## src/rtl/matmul_ctrl_pkg.sv

```systemverilog
// Shared types and defaults for the matrix-multiply MAC controller.
// Holds the FSM state encoding, default parameter values and the counter-width helper.
package matmul_ctrl_pkg;

  typedef enum logic [2:0] {
    IDLE  = 3'd0,
    LOAD  = 3'd1,
    CLEAR = 3'd2,
    READ  = 3'd3,
    DRAIN = 3'd4,
    OUT   = 3'd5,
    DONE  = 3'd6
  } state_t;

  localparam int DEF_IN_W       = 8;
  localparam int DEF_IN_D_ADD_W = 4;
  localparam int DEF_IN_ITEMS   = 6;
  localparam int DEF_RD_LAT     = 1;

  // One extra bit so a counter can represent N itself when N = 2^addr_w.
  function automatic int cnt_w(input int add_w);
    return add_w + 1;
  endfunction

endpackage

```

## src/rtl/ctrl_delay_line.sv

```systemverilog
// DEPTH-stage 1-bit shift register; realigns the buffer read enable with
// the buffer output data to form the MAC accumulate enable.
module ctrl_delay_line #(
  parameter int DEPTH = 1
) (
  input  logic clk,
  input  logic rst,
  input  logic din,
  output logic dout
);

  logic [DEPTH-1:0] stage_reg;
  logic [DEPTH-1:0] stage_next;

  genvar gi;
  generate
    for (gi = 0; gi < DEPTH; gi++) begin : g_stage
      if (gi == 0) begin : g_head
        assign stage_next[gi] = din;
      end else begin : g_tail
        assign stage_next[gi] = stage_reg[gi-1];
      end
    end
  endgenerate

  always_ff @(posedge clk or negedge rst) begin
    if (!rst) begin
      stage_reg <= '0;
    end else begin
      stage_reg <= stage_next;
    end
  end

  assign dout = stage_reg[DEPTH-1];

endmodule

```

## src/rtl/matmul_controller.sv

```systemverilog
// Load-then-compute controller for a dot-product MAC: streams N row/column
// beats into two buffers, then reads them back in lockstep to drive the MAC.
module matmul_controller
  import matmul_ctrl_pkg::*;
#(
  parameter int In_W       = DEF_IN_W,
  parameter int In_D_Add_W = DEF_IN_D_ADD_W,
  parameter int In_Items   = DEF_IN_ITEMS,
  parameter int RD_LAT     = DEF_RD_LAT
) (
  input  logic                  clk,
  input  logic                  rst,
  input  logic                  start,
  input  logic                  load_valid,
  output logic                  load_ready,
  input  logic [In_W-1:0]       load_row,
  input  logic [In_W-1:0]       load_col,
  output logic                  ena_r,
  output logic                  wea_r,
  output logic                  ena_c,
  output logic                  wea_c,
  output logic [In_D_Add_W-1:0] addra_r,
  output logic [In_D_Add_W-1:0] addra_c,
  output logic [In_W-1:0]       din_r,
  output logic [In_W-1:0]       din_c,
  output logic                  enb_r,
  output logic                  enb_c,
  output logic [In_D_Add_W-1:0] addrb_r,
  output logic [In_D_Add_W-1:0] addrb_c,
  output logic                  clr,
  output logic                  en_MAC,
  output logic                  en_MAC_out,
  output logic                  busy,
  output logic                  done
);

  localparam int CW = cnt_w(In_D_Add_W);
  localparam logic [CW-1:0] LAST_IDX = CW'(In_Items - 1);
  localparam logic [1:0]    LAST_DLY = 2'(RD_LAT - 1);

  state_t        state_reg, state_next;
  logic [CW-1:0] wr_cnt_reg, wr_cnt_next;
  logic [CW-1:0] rd_cnt_reg, rd_cnt_next;
  logic [1:0]    dly_cnt_reg, dly_cnt_next;
  logic          wr_fire;
  logic          rd_en;

  always_ff @(posedge clk or negedge rst) begin
    if (!rst) begin
      state_reg   <= IDLE;
      wr_cnt_reg  <= '0;
      rd_cnt_reg  <= '0;
      dly_cnt_reg <= '0;
    end else begin
      state_reg   <= state_next;
      wr_cnt_reg  <= wr_cnt_next;
      rd_cnt_reg  <= rd_cnt_next;
      dly_cnt_reg <= dly_cnt_next;
    end
  end

  always_comb begin
    state_next   = state_reg;
    wr_cnt_next  = wr_cnt_reg;
    rd_cnt_next  = rd_cnt_reg;
    dly_cnt_next = dly_cnt_reg;
    load_ready   = 1'b0;
    wr_fire      = 1'b0;
    rd_en        = 1'b0;
    clr          = 1'b0;
    en_MAC_out   = 1'b0;
    done         = 1'b0;

    case (state_reg)
      IDLE: begin
        if (start) begin
          state_next  = LOAD;
          wr_cnt_next = '0;
        end
      end
      LOAD: begin
        load_ready = 1'b1;
        wr_fire    = load_valid;
        if (load_valid) begin
          wr_cnt_next = wr_cnt_reg + 1'b1;
          if (wr_cnt_reg == LAST_IDX) begin
            state_next  = CLEAR;
            rd_cnt_next = '0;
          end
        end
      end
      CLEAR: begin
        clr        = 1'b1;
        state_next = READ;
      end
      READ: begin
        rd_en       = 1'b1;
        rd_cnt_next = rd_cnt_reg + 1'b1;
        if (rd_cnt_reg == LAST_IDX) begin
          state_next   = DRAIN;
          dly_cnt_next = '0;
        end
      end
      DRAIN: begin
        // Wait out the buffer latency so the final product reaches the accumulator.
        dly_cnt_next = dly_cnt_reg + 1'b1;
        if (dly_cnt_reg == LAST_DLY) begin
          state_next = OUT;
        end
      end
      OUT: begin
        en_MAC_out = 1'b1;
        state_next = DONE;
      end
      DONE: begin
        done       = 1'b1;
        state_next = IDLE;
      end
      default: begin
        state_next = IDLE;
      end
    endcase
  end

  assign busy = (state_reg != IDLE);

  // Ports are zeroed when idle so nothing stray reaches the buffers.
  assign ena_r   = wr_fire;
  assign wea_r   = wr_fire;
  assign ena_c   = wr_fire;
  assign wea_c   = wr_fire;
  assign addra_r = wr_fire ? wr_cnt_reg[In_D_Add_W-1:0] : '0;
  assign addra_c = wr_fire ? wr_cnt_reg[In_D_Add_W-1:0] : '0;
  assign din_r   = wr_fire ? load_row : '0;
  assign din_c   = wr_fire ? load_col : '0;

  assign enb_r   = rd_en;
  assign enb_c   = rd_en;
  assign addrb_r = rd_en ? rd_cnt_reg[In_D_Add_W-1:0] : '0;
  assign addrb_c = rd_en ? rd_cnt_reg[In_D_Add_W-1:0] : '0;

  ctrl_delay_line #(
    .DEPTH(RD_LAT)
  ) u_mac_dly (
    .clk (clk),
    .rst (rst),
    .din (rd_en),
    .dout(en_MAC)
  );

endmodule

```

## config.mk

```make
export PLATFORM = sky130hd
export DESIGN_NAME = matmul_controller
export DESIGN_NICKNAME = d
export VERILOG_FILES = /design/src/rtl/matmul_ctrl_pkg.sv /design/src/rtl/ctrl_delay_line.sv /design/src/rtl/matmul_controller.sv
export SDC_FILE = /design/constraint.sdc
export NUM_CORES = 1
export LEC_CHECK = 0
export ABC_CLOCK_PERIOD_IN_PS = 3620
export BUFFER_PORTS_ARGS = -buffer_cell sky130_fd_sc_hd__buf_2
export CAP_MARGIN = 15
export CORE_MARGIN = 2
export CORE_UTILIZATION = 25
export CTS_CLUSTER_SIZE = 20
export DETAILED_ROUTE_END_ITERATION = 12
export GPL_TIMING_DRIVEN = 0
export HOLD_SLACK_MARGIN = 0.02
export PLACE_DENSITY = 0.46
export SLEW_MARGIN = 30
export SYNTH_ARGS = -nofsm -noshare
export SYNTH_HDL_FRONTEND = slang
export SYNTH_SLANG_ARGS = --single-unit
```

## constraint.sdc

```tcl
create_clock -name clk -period 3.62 [get_ports clk]
set_clock_uncertainty 0.15 [all_clocks]
set_input_delay 0.724 -clock clk [delete_from_list [all_inputs] [get_ports clk]]
set_output_delay 0.724 -clock clk [all_outputs]
set_load 0.02 [all_outputs]
```

==> run summary, run 1 <==
Synth cell types: 35
CP Data Arrival Time: 1.97 ns
Detailed placement HPWL: 2590 um
Pin count of the biggest net entering global routing: 17
Layout Cells excl Fill: 282
Most frequent cells in the layout: buf_2, and2_1, dfrtp_1
Post-layout util: 0.354
Post-CTS Setup Bufs: 0
Share of layout cells above drive strength 1: 0.405
RSZ-0062 raised after global routing: false
Tightest Hold Check Type: input pin to asynchronous set/reset pin
Area Growth Syn to Fin: 35.2%
Post-synthesis mux area share: 0.0420
Number of synthesized register bits: 16
Worst-skew pair later-pin latency: 0.25 ns
Htree depth: 1
Worst Tran Pin Value: 0.580 ns
Detailed Routing Iterations Pass 1: 4
Antenna viol nets, final: 0
Finished Cell Area: 1690 um2
Total grt overflow: 0
Number of synthesized flops with an enable pin: 0
Post-synth top area share: 0.320
Placed instance count: 279
Crit path max fanout: 10
Mapped cell area: 1250 um2
Final period utilization: 0.787
Post-Synth Adder-Cell Area: 0.0500
Final worst setup slack: 0.772 ns
Total Wirelength: 3280 um
CTS Buf Count: 3
Synth Area in Compound Gates: 0.137
Mapped Nets: 174
Final Critical Period: 2.85 ns
IO Count: 64
Run status: completed
Min Hold Slack: 0.243 ns
Largest family of logic cells by synthesized area: simple AND/OR/NAND/NOR gates
CTS tree: yes
Max Slew Vio Count: 0
Commonest non-fill, non-tap cell in the layout: buf_2
Hold_buf cts: 0
Required time of the critical path: 2.75 ns
Simple-gate area share of the yosys netlist: 0.317
Avg Synthesized Cell Area: 8.41 um2
Overall routing resource usage: 0.124
Critical path endpoint category: primary output
# diodes: 0
Pwr per Cell Area: 850 nW/um2
Vias per inst: 4.22
Die ar.: 5590 um2
Port bufs: 63
GP Congestion: 0.722
Final hold vios: 0
Slew headroom: 0.608
Tot Pwr: 1.44 mW
Synth area leader: dfrtp_1
Setup crit start kind: input pin
Starting Density: 0.262
Cells after synthesis: 149
First-pass GRT wire length: 5350 um
Ys flop type: dfrtp_1
Yosys warns: 0
Post_cts resized: 0
Sequential element share of the synthesized area: 0.320
Clk buf depth: 2
Area contributors post-synth: dfrtp_1, and2_1, buf_4
Die width: 74.8 um
DIE HEIGHT: 74.8 um
Vias in the first global route: 1,118
DR vias: 1,191
Lkg Pwr: 0.922 nW
Path type of the worst setup path: input pin to primary output
Drt drc: 0
Setup TNS: 0 ns
Clock transition at the registers of the reported paths: 0.06 ns
Achievable frequency: 351 MHz
Ys async rst share: 1.00
Setup-failing EPs final: 0
Site Rows: 25
Clk sinks: 16
Area of the core: 4790 um2
Max-cap violations: 0
Final nets: 242
Initial drt markers: 59
Worst vdd ir: 0.326 mV
XOR/XNOR Fraction of Synth Area: 0
Pre-CTS WS: 0.769 ns
CTS root buf: clkbuf_8
DP Area: 1650 um2
Initial antenna violation count: 0
Drt wl/cell: 11.6 um
[metal layers]
metal / GRT usage / wire length, um / vias up
li1: - / - / 635
met1: 0.175 / 1610 / 545
met2: 0.196 / 1600 / 11
met3: 0.0281 / 72 / 0
met4: 0.0238 / 0 / 0
met5: 0 / 0 / -
[layout make-up]
class	instances	area (um2)
plain buffers	20	128
clock buffers	3	41.3
fillers	515	3090
inverters	11	41.3
multi-input cells	102	683
flip-flops and latches	16	400
well taps	67	83.8
repair buffers	63	315
[report_power, final]
| group | total (mW) | switching (mW) | internal (mW) |
|---|---|---|---|
| clock network | 0.132 | 0.0581 | 0.0737 |
| logic | 0.968 | 0.577 | 0.390 |
| registers | 0.340 | 0.0823 | 0.258 |
| total | 1.44 | 0.718 | 0.722 |
[worst max-delay path, stage by stage]
cell	delay, ns
buf_2	0.12
nand4bb_1	0.21
inv_1	0.18
clkbuf_1	0.29
and2_1	0.19
buf_4	0.10
buf_2	0.15
[worst paths after layout]
path	from	end	slack, ns	cells after the start
worst max-delay path	load_valid	addra_r[3]	0.77	7
worst min-delay path	rst	dly_cnt_reg[0]$_DFFE_PN0P_	0.24	1
worst max register to register	state_reg[0]$_DFFE_PN0P_	state_reg[0]$_DFFE_PN0P_	1.93	4
worst min register to register	wr_cnt_reg[4]$_DFFE_PN0P_	wr_cnt_reg[4]$_DFFE_PN0P_	0.35	1
max in group asynchronous	rst	wr_cnt_reg[2]$_DFFE_PN0P_	2.80	1
min in group clk	wr_cnt_reg[4]$_DFFE_PN0P_	wr_cnt_reg[4]$_DFFE_PN0P_	0.35	1
[cell usage after synthesis, types with 2 or more instances]
| cell type | n |
|---|---|
| and2_1 | 20 |
| nor2_1 | 9 |
| inv_1 | 10 |
| ha_1 | 5 |
| nand3_1 | 3 |
| nand4bb_1 | 2 |
| a21oi_1 | 6 |
| mux2_2 | 2 |
| nand2b_1 | 2 |
| nor4bb_1 | 2 |
| mux2i_1 | 3 |
| o21ai_0 | 5 |
| nand2_1 | 8 |
| or4_1 | 2 |
| buf_4 | 13 |
| or3_1 | 3 |
| nor2b_1 | 6 |
| o211ai_1 | 7 |
| clkbuf_1 | 4 |
| dfrtp_1 | 16 |
| nor3_1 | 2 |
| and3_1 | 2 |
| a211o_1 | 2 |
| o31ai_1 | 2 |
| buf_2 | 3 |
[cells by family after synthesis]
group | count (synthesis)
multiplexers | 5
AND/OR/NAND/NOR | 66
buffers and inverters | 31
flip-flops | 16
adder cells (fa/ha/maj) | 5
AO/OA/AOI/OAI | 26
(Power assumes the default switching activity.)
==> run 2, diff against run 1 <==
--- a/config.mk
+++ b/config.mk
@@ -5,7 +5,7 @@
 export SDC_FILE = /design/constraint.sdc
 export NUM_CORES = 1
 export LEC_CHECK = 0
-export ABC_CLOCK_PERIOD_IN_PS = 3620
+export ABC_CLOCK_PERIOD_IN_PS = 2500
 export BUFFER_PORTS_ARGS = -buffer_cell sky130_fd_sc_hd__buf_2
 export CAP_MARGIN = 15
 export CORE_MARGIN = 2
@@ -14,7 +14,7 @@
 export DETAILED_ROUTE_END_ITERATION = 12
 export GPL_TIMING_DRIVEN = 0
 export HOLD_SLACK_MARGIN = 0.02
-export PLACE_DENSITY = 0.46
+export PLACE_DENSITY = 0.48
 export SLEW_MARGIN = 30
 export SYNTH_ARGS = -nofsm -noshare
 export SYNTH_HDL_FRONTEND = slang
==> constraint.sdc (replaced) <==
create_clock -name clk -period 2.5 [get_ports clk]
set_clock_uncertainty 0.15 [all_clocks]
set_input_delay 0.5 -clock clk [delete_from_list [all_inputs] [get_ports clk]]
set_output_delay 0.5 -clock clk [all_outputs]
set_load 0.02 [all_outputs]
==> run summary, run 2 (same netlist as run 1, synthesis figures left out) <==
Setup-failing EPs final: 0 (unchanged)
Critical R2R Launch: rd_cnt_reg[1]$_DFFE_PN0P_ (was state_reg[0]$_DFFE_PN0P_)
Clk buf depth: 2 (unchanged)
GP Congestion: 0.767 (was 0.722)
Lkg Pwr: 0.923 nW (was 0.922 nW)
First-pass GRT wire length: 5340 um (was 5350 um)
Final hold vios: 0 (unchanged)
Drt wl/cell: 11.5 um (was 11.6 um)
Worst Tran Pin Value: 0.570 ns (was 0.580 ns)
Internal power: 1.05 mW (was 0.722 mW)
Area of the core: 4790 um2 (unchanged)
Reg power frac: 0.234 (was 0.236)
Final Critical Period: 2.35 ns
Share of layout cells above drive strength 1: 0.425 (was 0.405)
Worst vdd ir: 0.391 mV (was 0.326 mV)
Vias per inst: 4.24 (was 4.22)
Critical path launch point: state_reg[1]$_DFFE_PN0P_ (was load_valid)
Final nets: 241 (was 242)
Detailed Routing Iterations Pass 1: 4 (unchanged)
Fill count: 509 (was 515)
Starting Density: 0.262 (unchanged)
Pin count of the biggest net entering global routing: 20 (was 17)
RSZ-0062 raised after global routing: true (was false)
Min Hold Slack: 0.0154 ns (was 0.243 ns)
Commonest non-fill, non-tap cell in the layout: buf_2 (unchanged)
DIE HEIGHT: 74.8 um (unchanged)
Required time of the critical path: 1.85 ns (was 2.75 ns)
Max-cap violations: 0 (unchanged)
DP Area: 1650 um2 (unchanged)
IO Count: 64 (unchanged)
Setup crit start kind: flip-flop (was input pin)
Crit path max fanout: 10 (unchanged)
Final period utilization: 0.940
Pwr per Cell Area: 1230 nW/um2 (was 850 nW/um2)
Clk sinks: 16 (unchanged)
CTS tree: yes (unchanged)
Clock transition at the registers of the reported paths: 0.07 ns (was 0.06 ns)
CTS Buf Count: 3 (unchanged)
Initial antenna violation count: 0 (unchanged)
CTS root buf: clkbuf_8 (unchanged)
Port bufs: 63 (unchanged)
Total Wirelength: 3230 um (was 3280 um)
Site Rows: 25 (unchanged)
Total grt overflow: 0 (unchanged)
Critical path endpoint category: primary output (unchanged)
Run status: completed (unchanged)
R2r setup slk: 0.91 ns (was 1.93 ns)
Detailed placement HPWL: 2580 um (was 2590 um)
Most frequent cells in the layout: buf_2, and2_1, dfrtp_1 (unchanged)
Vias in the first global route: 1,100 (was 1,118)
Worst-skew pair later-pin latency: 0.25 ns (about the same)
Clock power share: 0.094 (was 0.092)
Sw frac: 0.497 (was 0.499)
RR Endpoint: state_reg[1]$_DFFE_PN0P_ (was state_reg[0]$_DFFE_PN0P_)
Tightest Hold Check Type: input pin to asynchronous set/reset pin (unchanged)
Die ar.: 5590 um2 (unchanged)
Drt drc: 0 (unchanged)
Slew headroom: 0.615 (was 0.608)
Post-layout util: 0.355 (was 0.354)
Initial drt markers: 76 (was 59)
Die width: 74.8 um (unchanged)
Path type of the worst setup path: flip-flop to primary output (was input pin to primary output)
Finished Cell Area: 1700 um2 (was 1690 um2)
DR vias: 1,192 (was 1,191)
Psw: 1.04 mW (was 0.718 mW)
# diodes: 0 (unchanged)
Achievable frequency: 425 MHz
CP Data Arrival Time: 1.70 ns (was 1.97 ns)
Max Slew Vio Count: 0 (unchanged)
Reg2Reg Depth: 5 (was 4)
Antenna viol nets, final: 0 (unchanged)
Area Growth Syn to Fin: 35.7% (was 35.2%)
Power share of the combinational group: 0.672 (about the same)
Overall routing resource usage: 0.122 (was 0.124)
Htree depth: 1 (unchanged)
## run 2: power by group through the flow
stage / Clock [mW] / Sequential, mW / Combinational (mW)
finish: 0.197 / 0.490 / 1.41
detailed placement: 0 / 0.492 / 1.42
CTS: 0.204 / 0.487 / 1.42
floorplan: 0 / 0.469 / 1.03
global route: 0.215 / 0.513 / 1.57
global placement: 0 / 0.493 / 1.42
## run 2: metal layers
metal / global-route usage / wire length (um) / vias to the layer above
met5: 0 / 0 / -
met4: 0.0218 / 17 / 0
met3: 0.0281 / 104 / 2
met2: 0.183 / 1520 / 13
met1: 0.180 / 1590 / 544
li1: - / - / 633
## run 2: how the worst max path moves through the flow
stage,endpoint,slack [ns]
2_1_floorplan,addrb_r[2],0.39
3_3_place_gp,addra_r[3],0.1
3_5_place_dp,addra_r[3],0.09
4_1_cts,addra_r[3],0.08
5_1_grt,addrb_r[1],-0.0004
6_report,addra_r[3],0.15
## run 2: critical path, cell delays in order (launching register included)
cell and delay, ns:
dfrtp_1 0.41, nand4bb_2 0.31, inv_2 0.14, clkbuf_2 0.19, and2_1 0.16, buf_4 0.10
buf_2 0.15
## run 2: through the flow
| step | worst slack (ns) | power (mW) | cells | TNS (ns) |
|---|---|---|---|---|
| final | 0.149 | 2.10 | 281 | 0 |
| after global routing | -0.000372 | 2.29 | 281 | -0.000372 |
| after CTS | 0.0768 | 2.11 | 281 | 0 |
| after detailed placement | 0.0920 | 1.91 | 279 | 0 |
| after global placement | 0.0998 | 1.91 | 279 | 0 |
| after floorplan | 0.385 | 1.50 | 149 | 0 |
## run 2: timing repair
action	CTS	global route
buffers inserted	0	0
hold buffers	0	0
gates cloned	0	0
pin swaps	0	0
resized for setup	1	4
endpoints found under the setup margin	4	14
## run 2: area by class of cell
| type | instances | area (um2) | share of cell area |
|---|---|---|---|
| multi-input combinational | 102 | 688 | 0.405 |
| buffer | 19 | 128 | 0.0751 |
| inverter | 11 | 41.3 | 0.0243 |
| sequential | 16 | 402 | 0.236 |
| timing repair buffer | 63 | 315 | 0.186 |
| clock buffer | 3 | 41.3 | 0.0243 |
| tap | 67 | 83.8 | 0.0493 |
